[config.mk]
export PLATFORM = sky130hd
export DESIGN_NAME = lvds_pattern_sequencer
export DESIGN_NICKNAME = d
export VERILOG_FILES = /design/src/rtl/lvds_pattern_sequencer.sv
export SDC_FILE = /design/constraint.sdc
export NUM_CORES = 1
export LEC_CHECK = 0
export ABC_CLOCK_PERIOD_IN_PS = 5310
export CAP_MARGIN = 25
export CELL_PAD_IN_SITES_DETAIL_PLACEMENT = 0
export CELL_PAD_IN_SITES_GLOBAL_PLACEMENT = 1
export CORE_ASPECT_RATIO = 1.1
export CORE_UTILIZATION = 25
export DETAILED_ROUTE_END_ITERATION = 6
export HOLD_SLACK_MARGIN = 0.1
export PLACE_DENSITY_LB_ADDON = 0.1
export REMOVE_ABC_BUFFERS = 1
export SYNTH_ARGS = -nofsm -noshare
export SYNTH_HDL_FRONTEND = slang
export SYNTH_SLANG_ARGS = --single-unit
[constraint.sdc]
create_clock -name i_clk -period 5.31 [get_ports i_clk]
set_clock_uncertainty 0.1 [all_clocks]
set_input_delay 1.062 -clock i_clk [delete_from_list [all_inputs] [get_ports i_clk]]
set_output_delay 1.062 -clock i_clk [all_outputs]
set_load 0.03 [all_outputs]
[src/rtl/lvds_pattern_sequencer.sv]
// rtl/lvds_pattern_sequencer.sv - LVDS panel test-pattern sequencer, frame-aligned switching
// Patterns change only at frame start so pixel (0,0) of the new frame already shows the new pattern.
module lvds_pattern_sequencer #(
    parameter int H_ACTIVE           = 960,
    parameter int V_ACTIVE           = 1200,
    parameter int FRAMES_PER_PATTERN = 60
) (
    input  logic        i_clk,
    input  logic        i_resetn,
    input  logic [11:0] i_x,
    input  logic [11:0] i_y,
    input  logic        i_pause,
    input  logic        i_step,
    output logic [23:0] o_color,
    output logic [23:0] o_color_even,
    output logic [2:0]  o_pattern,
    output logic        o_frame_start,
    output logic [15:0] o_frame_count
);

    localparam logic [15:0] LAST_FRAME = 16'(FRAMES_PER_PATTERN - 1);
    localparam logic [11:0] X_END      = 12'(H_ACTIVE);
    localparam logic [11:0] Y_END      = 12'(V_ACTIVE);
    localparam logic [11:0] X_LAST     = 12'(H_ACTIVE - 1);
    localparam logic [11:0] Y_LAST     = 12'(V_ACTIVE - 1);
    localparam logic [23:0] WHITE      = 24'hFFFFFF;

    typedef enum logic {ST_RUN = 1'b0, ST_HOLD = 1'b1} state_t;

    state_t      state;
    state_t      state_next;
    logic        run_active;

    logic [11:0] prev_x;
    logic [11:0] prev_y;
    logic        step_d;
    logic        step_pending;
    logic [15:0] frame_cnt;
    logic [2:0]  pattern;

    logic        fs;
    logic        step_edge;
    logic        rollover;
    logic        advance;
    logic [2:0]  pattern_inc;
    logic [2:0]  pattern_sel;
    logic        in_range;
    logic        on_border;
    logic        checker_bit;
    logic [23:0] color_d;
    logic [23:0] color_even_d;

    always_ff @(posedge i_clk or negedge i_resetn) begin
        if (!i_resetn) begin
            state <= ST_RUN;
        end else begin
            state <= state_next;
        end
    end

    always_comb begin
        state_next = state;
        case (state)
            ST_RUN:  if (i_pause)  state_next = ST_HOLD;
            ST_HOLD: if (!i_pause) state_next = ST_RUN;
            default: state_next = ST_RUN;
        endcase
    end

    always_comb begin
        run_active = (state == ST_RUN);
    end

    // A frame begins on (0,0) only when arriving from another coordinate.
    assign fs          = (i_x == 12'd0) && (i_y == 12'd0) && ((prev_x != 12'd0) || (prev_y != 12'd0));
    assign step_edge   = i_step & ~step_d;
    assign rollover    = fs & run_active & (frame_cnt == LAST_FRAME);
    assign advance     = fs & (step_pending | rollover);
    assign pattern_inc = (pattern == 3'd6) ? 3'd0 : pattern + 3'd1;
    assign pattern_sel = advance ? pattern_inc : pattern;

    assign in_range    = (i_x < X_END) && (i_y < Y_END);
    assign on_border   = (i_x == 12'd0) || (i_x == X_LAST) || (i_y == 12'd0) || (i_y == Y_LAST);
    assign checker_bit = i_x[3] ^ i_y[3];

    always_comb begin
        color_d      = 24'h000000;
        color_even_d = 24'h000000;
        if (in_range) begin
            case (pattern_sel)
                3'd0: begin color_d = WHITE;        color_even_d = WHITE;        end
                3'd1: begin color_d = 24'hFF0000;   color_even_d = 24'hFF0000;   end
                3'd2: begin color_d = 24'h00FF00;   color_even_d = 24'h00FF00;   end
                3'd3: begin color_d = 24'h0000FF;   color_even_d = 24'h0000FF;   end
                3'd4: begin
                    color_d      = {i_x[7:0], i_y[7:0], 8'h00};
                    color_even_d = {i_x[7:0], i_y[7:0], 8'hFF};
                end
                3'd5: begin
                    color_d      = on_border ? WHITE : 24'h000000;
                    color_even_d = on_border ? WHITE : 24'h000000;
                end
                3'd6: begin
                    color_d      = checker_bit ? WHITE : 24'h000000;
                    color_even_d = checker_bit ? 24'h000000 : WHITE;
                end
                default: begin color_d = 24'h000000; color_even_d = 24'h000000; end
            endcase
        end
    end

    always_ff @(posedge i_clk or negedge i_resetn) begin
        if (!i_resetn) begin
            prev_x        <= 12'd0;
            prev_y        <= 12'd0;
            step_d        <= 1'b0;
            step_pending  <= 1'b0;
            frame_cnt     <= 16'd0;
            pattern       <= 3'd0;
            o_color       <= 24'h000000;
            o_color_even  <= 24'h000000;
            o_frame_start <= 1'b0;
            o_frame_count <= 16'd0;
        end else begin
            prev_x        <= i_x;
            prev_y        <= i_y;
            step_d        <= i_step;
            // A step edge on the fs cycle survives to the following frame.
            step_pending  <= step_edge | (step_pending & ~fs);
            if (advance) begin
                frame_cnt <= 16'd0;
            end else if (fs && run_active) begin
                frame_cnt <= frame_cnt + 16'd1;
            end
            pattern       <= pattern_sel;
            o_color       <= color_d;
            o_color_even  <= color_even_d;
            o_frame_start <= fs;
            if (fs) begin
                o_frame_count <= o_frame_count + 16'd1;
            end
        end
    end

    assign o_pattern = pattern;

endmodule
==> results of run 1 <==
worst max-delay path by stage:
stage / from / endpoint / slack (ns) / cells after the start
5_1_grt: i_y[4] / o_color[10] / 0.98 / 10
2_1_floorplan: i_x[0] / o_color_even[15] / 1.96 / 7
3_3_place_gp: i_x[1] / o_color[12] / 0.78 / 10
3_5_place_dp: i_y[4] / o_color[12] / 0.82 / 10
4_1_cts: i_y[4] / o_color[12] / 1.19 / 10
6_report: i_y[6] / o_color[12] / 1.25 / 10
critical path: stages:
cell	delay (ns)
clkdlybuf4s50_1	0.55
nor4_4	0.32
nand4b_1	0.16
a211o_1	0.40
inv_2	0.26
nand2_1	0.25
o22ai_2	0.14
buf_4	0.26
nor2b_1	0.61
a21o_2	0.23
area by class of cell:
cell class | instances | area [µm²] | share of cell area [%]
Clock buffer | 9 | 225 | 4.01
Clock inverter | 7 | 75.1 | 1.34
Inverter | 10 | 37.5 | 0.668
Multi-Input combinational cell | 249 | 1600 | 28.5
Sequential cell | 97 | 2430 | 43.2
Tap cell | 204 | 255 | 4.55
Timing Repair Buffer | 100 | 993 | 17.7
flip-flops by register name (all words and copies together) (netlist names), 3 cells and up:
signal / cells
prev_y: 12
o_color: 17
frame_cnt: 16
o_color_even: 17
o_pattern: 3
o_frame_count: 16
prev_x: 12
cell usage in the layout (no fill, tap or decap), types with 2 or more instances in the layout:
master,count
nor2_2,2
buf_4,5
nor3_1,11
and4_1,6
xnor2_1,18
nand2_1,33
mux2_2,2
nand3_1,14
nand2b_1,2
inv_1,8
or4_1,2
a21o_1,7
nand4_1,6
o21ai_1,3
a31oi_1,19
nand4b_1,3
clkinv_2,2
nor4_1,10
dfrtp_1,97
or3_1,4
o21ai_0,11
nor2_1,28
xor2_1,8
a21oi_1,20
nor2b_1,2
and3_1,9
clkdlybuf4s50_1,94
ha_1,2
clkbuf_16,9
inv_6,4
kinds of logic after synthesis:
group,synth area share (%)
xor gates and xnor gates,5.35
muxes,0.764
DFF,57.0
and+or+nand+nor,18.0
adders and majority gates,0.587
AOI/OAI and AO/OA,12.8
buffers and inverters,5.52
where the power goes:
| group | internal (mW) | leakage [nW] | total [mW] | switching [mW] |
|---|---|---|---|---|
| Sequential | 0.757 | 1.27 | 0.764 | 0.00661 |
| Combinational | 0.0485 | 1.04 | 0.120 | 0.0713 |
| Clock | 0.370 | 0.151 | 0.664 | 0.294 |
| Total | 1.18 | 2.46 | 1.55 | 0.372 |
layer usage:
layer	track usage, %	vias to the layer above	part of all wire (%)
met3	2.82	11	3.6
li1	-	1527	-
met4	5.90	0	1.8
met2	19.9	68	46
met1	17.9	1576	48
met5	0	-	0
metrics by stage:
step	utilization [%]	cells	hold slack, ns	setup slack [ns]	instance area [µm²]
final	34.0	676	0.327	1.25	5620
after global routing	34.0	676	0.331	0.979	5620
after CTS	33.9	674	0.327	1.19	5590
after detailed placement	32.1	658	0.321	0.824	5290
after global placement	32.1	658	0.319	0.779	5290
after floorplan	-	356	0.300	1.96	4060
==> results.ini, run 1 <==
[global_route]
grt_pass1_wl_mm = 17.7
grt_use_total_pct = 13.1
grt_pass1_vias = 3153
antenna_found_initial = 0
grt_max_degree = 57
overflow = 0

[hold_path]
min-delay-start = step_d
holdPathStages = 1
min_path_type = reg2reg
holdPathEnd = step_pending

[logic_synthesis]
synth_top_area_share_pct = 57.0
synth-seq-cells = 97
synth_most_common_cell = dfrtp_1
ys_warn_count = 0
syn_avg_cell_area_um2 = 11.1
yosys-top-cells-count = 97 x dfrtp_1, 33 x nand2_1, 28 x nor2_1, 20 x a21oi_1, 19 x a31oi_1
synth-edff-count = 0
synthCells = 385
yosys-top-cells-area = dfrtp_1 57%, xnor2_1 3.7%, nand2_1 2.9%
synth.distinct_cells = 59
ys_seq_area_share_pct = 57.0
syn_area_um2 = 4260
yosysTopAreaCell = dfrtp_1
synth_flop_cell = dfrtp_1
async_flop_share_pct = 100

[clock_tree]
cts_buffer_depth = 2
cts_tree = built
path_clk_slew_ns = 0.07
hold_buffers = 0
cts_setup_buffers = 0
post_cts_resized = 0
cts.sinks = 97
cts-root-buf = clkbuf_16
cts_buffers = 9
htree_num_levels = 3
worstSkewPairLatency_ns = 0.35

[worst_setup_path]
r2r_slack_ns = 2.31
end_kind = flop
r2r_end = o_color[12]
cp-start-kind = primary input
reg2reg_from = prev_x[5]
reg2reg_depth = 8
worstPathArrival_ns = 4.25
worst_ep_required_time_ns = 5.50
worstPathMaxFanout = 17
critical_path_class = in2reg

[power]
cellLeakagePower_nw = 2.46
total_power_mw = 1.55
cellPowerDensity_nw_per_um2 = 276
max-vdd-ir-drop_mv = 0.132

[sta]
fin_crit_sh_pct = 76.4
period_needed_ns = 4.06
tightest_slew_ns = 0.720
rsz0062_at_grt = no
finalHoldViolCount = 0
slew_headroom_pct = 52.0
drv_slew = 0
max_freq_mhz = 246
setup_viol_count_final = 0
setup-tns-final_ns = 0

[route]
vias = 3182
routedWlPerCell_um = 15.9
postRouteAntennaNets = 0
totalWireLength_mm = 10.7
vias_per_cell = 4.71
drt_iter0_drc = 159
drt_first_pass_iters = 4
drc = 0

[final_layout]
drive_above_1_share_pct = 8.69
fin_nets = 497
fillers = 1667
n_antenna_cell = 0
areaGrowthSynthToFinish_pct = 31.8

[floorplanning]
core_um2 = 16500
initial_core_util_pct = 25.8
fp.dieH_um = 139
dieArea_um2 = 17600
io_pins = 96
dieWidth_um = 126
rows = 49

[outcome]
status = complete, no violations

[placement]
gp_congestion = 0.737
numPortBuffers = 95
dpl.hpwl_mm = 7.70

[job]
drv_cap = 0

Note: power is estimated with default switching activity, not from simulation.
==> run 2, diff against run 1 <==
--- a/config.mk
+++ b/config.mk
@@ -5,7 +5,7 @@
 export SDC_FILE = /design/constraint.sdc
 export NUM_CORES = 1
 export LEC_CHECK = 0
-export ABC_CLOCK_PERIOD_IN_PS = 5310
+export ABC_CLOCK_PERIOD_IN_PS = 3400
 export CAP_MARGIN = 25
 export CELL_PAD_IN_SITES_DETAIL_PLACEMENT = 0
 export CELL_PAD_IN_SITES_GLOBAL_PLACEMENT = 1
==> constraint.sdc (replaced) <==
create_clock -name i_clk -period 3.4 [get_ports i_clk]
set_clock_uncertainty 0.1 [all_clocks]
set_input_delay 0.68 -clock i_clk [delete_from_list [all_inputs] [get_ports i_clk]]
set_output_delay 0.68 -clock i_clk [all_outputs]
set_load 0.03 [all_outputs]
==> run 2 against run 1 <==
Non-clock buffer count rose by 36. Sequential power rose by 56%. Cell count rose by 5.2%. Routed wire length rose by 1.8%. Count of clock-buffer cells in the layout rose by 2. Core utilization rose by 1.6 points.
==> results.ini, run 2 (synthesis gave the netlist of run 1 again) <==
[outcome]
status = complete, no violations

[route]
routedWlPerCell_um = 15.4  ; -3.2%
totalWireLength_mm = 10.9  ; +1.8%
vias = 3287  ; +3.3%
drc = 0  ; unchanged
drt_first_pass_iters = 4  ; unchanged
postRouteAntennaNets = 0  ; unchanged
vias_per_cell = 4.62  ; -1.8%
drt_iter0_drc = 155  ; -2.5%

[worst_setup_path]
critPathSlowestCell = or3_2
worst_ep_required_time_ns = 3.57  ; -1.93 ns
worstPathArrival_ns = 3.30  ; -0.95 ns
reg2reg_depth = 8  ; unchanged
critical_path_class = in2reg
r2r_end = o_color[12]
crit_family = simple AND/OR/NAND/NOR gates
cp_slowest_stage_delay_ns = 0.46  ; -0.15 ns
reg2reg_from = prev_x[5]
end_kind = flop
path_cells = clkdlybuf4s50_1, nor4_1, nand3_1, a211o_1, buf_4, or3_4, or3_2, a21oi_1
path_buf_inv = 2  ; -1
worstPathMaxFanout = 8  ; -9
r2r_slack_ns = 0.58  ; -1.73 ns
cp-start-kind = primary input

[clock_tree]
path_clk_slew_ns = 0.06  ; about the same
worstSkewPairLatency_ns = 0.35  ; about the same
post_cts_resized = 0  ; unchanged
cts_tree = built
cts_buffers = 9  ; unchanged
hold_buffers = 0  ; unchanged
cts.sinks = 97  ; unchanged
cts_buffer_depth = 2  ; unchanged
cts-root-buf = clkbuf_16
cts_setup_buffers = 0  ; unchanged
htree_num_levels = 3  ; unchanged

[hold_path]
min_path_type = in2async

[final_layout]
fin_nets = 533  ; +7.2%
largestRegisters = o_color x17, o_color_even x17
final_cell_mix = 97 x dfrtp_1, 94 x clkdlybuf4s50_1, 41 x buf_4, 33 x nand2_1, 28 x nor2_1
register_area_um2 = 2430  ; unchanged
areaGrowthSynthToFinish_pct = 37.9
drive_above_1_share_pct = 14.6  ; +5.9 points
multiInputGateArea_um2 = 1600  ; unchanged
final_cell_count_no_fill = 711  ; +5.2%
n_antenna_cell = 0  ; unchanged
final_common_cell = dfrtp_1
fillers = 1668  ; +0.060%

[power]
cellPowerDensity_nw_per_um2 = 408  ; +48%
cellLeakagePower_nw = 2.62  ; +6.3%
max-vdd-ir-drop_mv = 0.217  ; +64%

[global_route]
grt_use_total_pct = 13.3  ; +0.16 points
grt_max_degree = 58  ; +1.8%
overflow = 0  ; unchanged
antenna_found_initial = 0  ; unchanged
grt_pass1_vias = 3384  ; +7.3%
grt_pass1_wl_mm = 18.0  ; +1.8%

[floorplanning]
fp.dieH_um = 139  ; unchanged
io_pins = 96  ; unchanged
initial_core_util_pct = 25.8  ; unchanged
dieArea_um2 = 17600  ; unchanged
core_um2 = 16500  ; unchanged
rows = 49  ; unchanged
dieWidth_um = 126  ; unchanged

[job]
drv_cap = 0  ; unchanged

[sta]
tightest_slew_ns = 0.666  ; -0.0547 ns
fin_crit_sh_pct = 91.9
finalHoldViolCount = 0  ; unchanged
setup_viol_count_final = 0  ; unchanged
drv_slew = 0  ; unchanged
max_freq_mhz = 320
slew_headroom_pct = 55.6  ; +3.6 points
rsz0062_at_grt = no
setup_ws_ns = 0.275  ; -0.976 ns
period_needed_ns = 3.13

[placement]
dpl_worst_slack_ns = -0.106  ; -0.930 ns
dpl.hpwl_mm = 8.05  ; +4.5%
numPortBuffers = 95  ; unchanged
gp_congestion = 0.793  ; +7.6%
dp.cells = 696  ; +5.8%

==> run 2: area by class of cell <==
type                       instances  share of cell area [%]
tap                              204                    4.34
clock buffer                      11                    3.96
timing repair buffer             136                    21.6
inverter                          10                   0.639
multi-input combinational        249                    27.3
clock inverter                     4                   0.915
sequential                        97                    41.3
==> run 2: layer usage <==
metal	track usage, %	vias up	share of wire (%)
met4	5.90	0	1.9
li1	-	1593	-
met2	20.8	86	46
met1	17.7	1593	48
met5	0	-	0
met3	2.66	15	3.8
==> run 2: worst max path at each step <==
stage	slack (ns)	start	depth (start not counted)	to
4_1_cts	0.28	i_x[5]	8	frame_cnt[7]
3_5_place_dp	-0.11	i_x[5]	8	frame_cnt[7]
3_3_place_gp	-0.09	i_x[5]	10	o_color[12]
2_1_floorplan	0.43	i_x[0]	7	o_color_even[15]
6_report	0.27	i_x[5]	8	frame_cnt[7]
5_1_grt	0.12	i_x[5]	9	o_color[12]
==> run 2: where the power goes <==
part	leakage (nW)	internal, mW	switching (mW)	total, mW
logic	1.22	0.0920	0.115	0.207
registers	1.27	1.18	0.00993	1.19
clock network	0.132	0.569	0.429	0.998
==> run 2: through the flow <==
step                      power [mW]  util [%]  TNS, ns  hold slack [ns]  instance area, µm²
after CTS                       2.45      35.6        0            0.231                5880
after detailed placement        1.43      33.9    -1.21            0.323                5590
after floorplan                 1.28         -        0            0.284                4060
after global placement          1.43      33.9   -0.630            0.307                5590
final                           2.40      35.6        0            0.212                5880
after global routing            2.50      35.6        0            0.254                5880
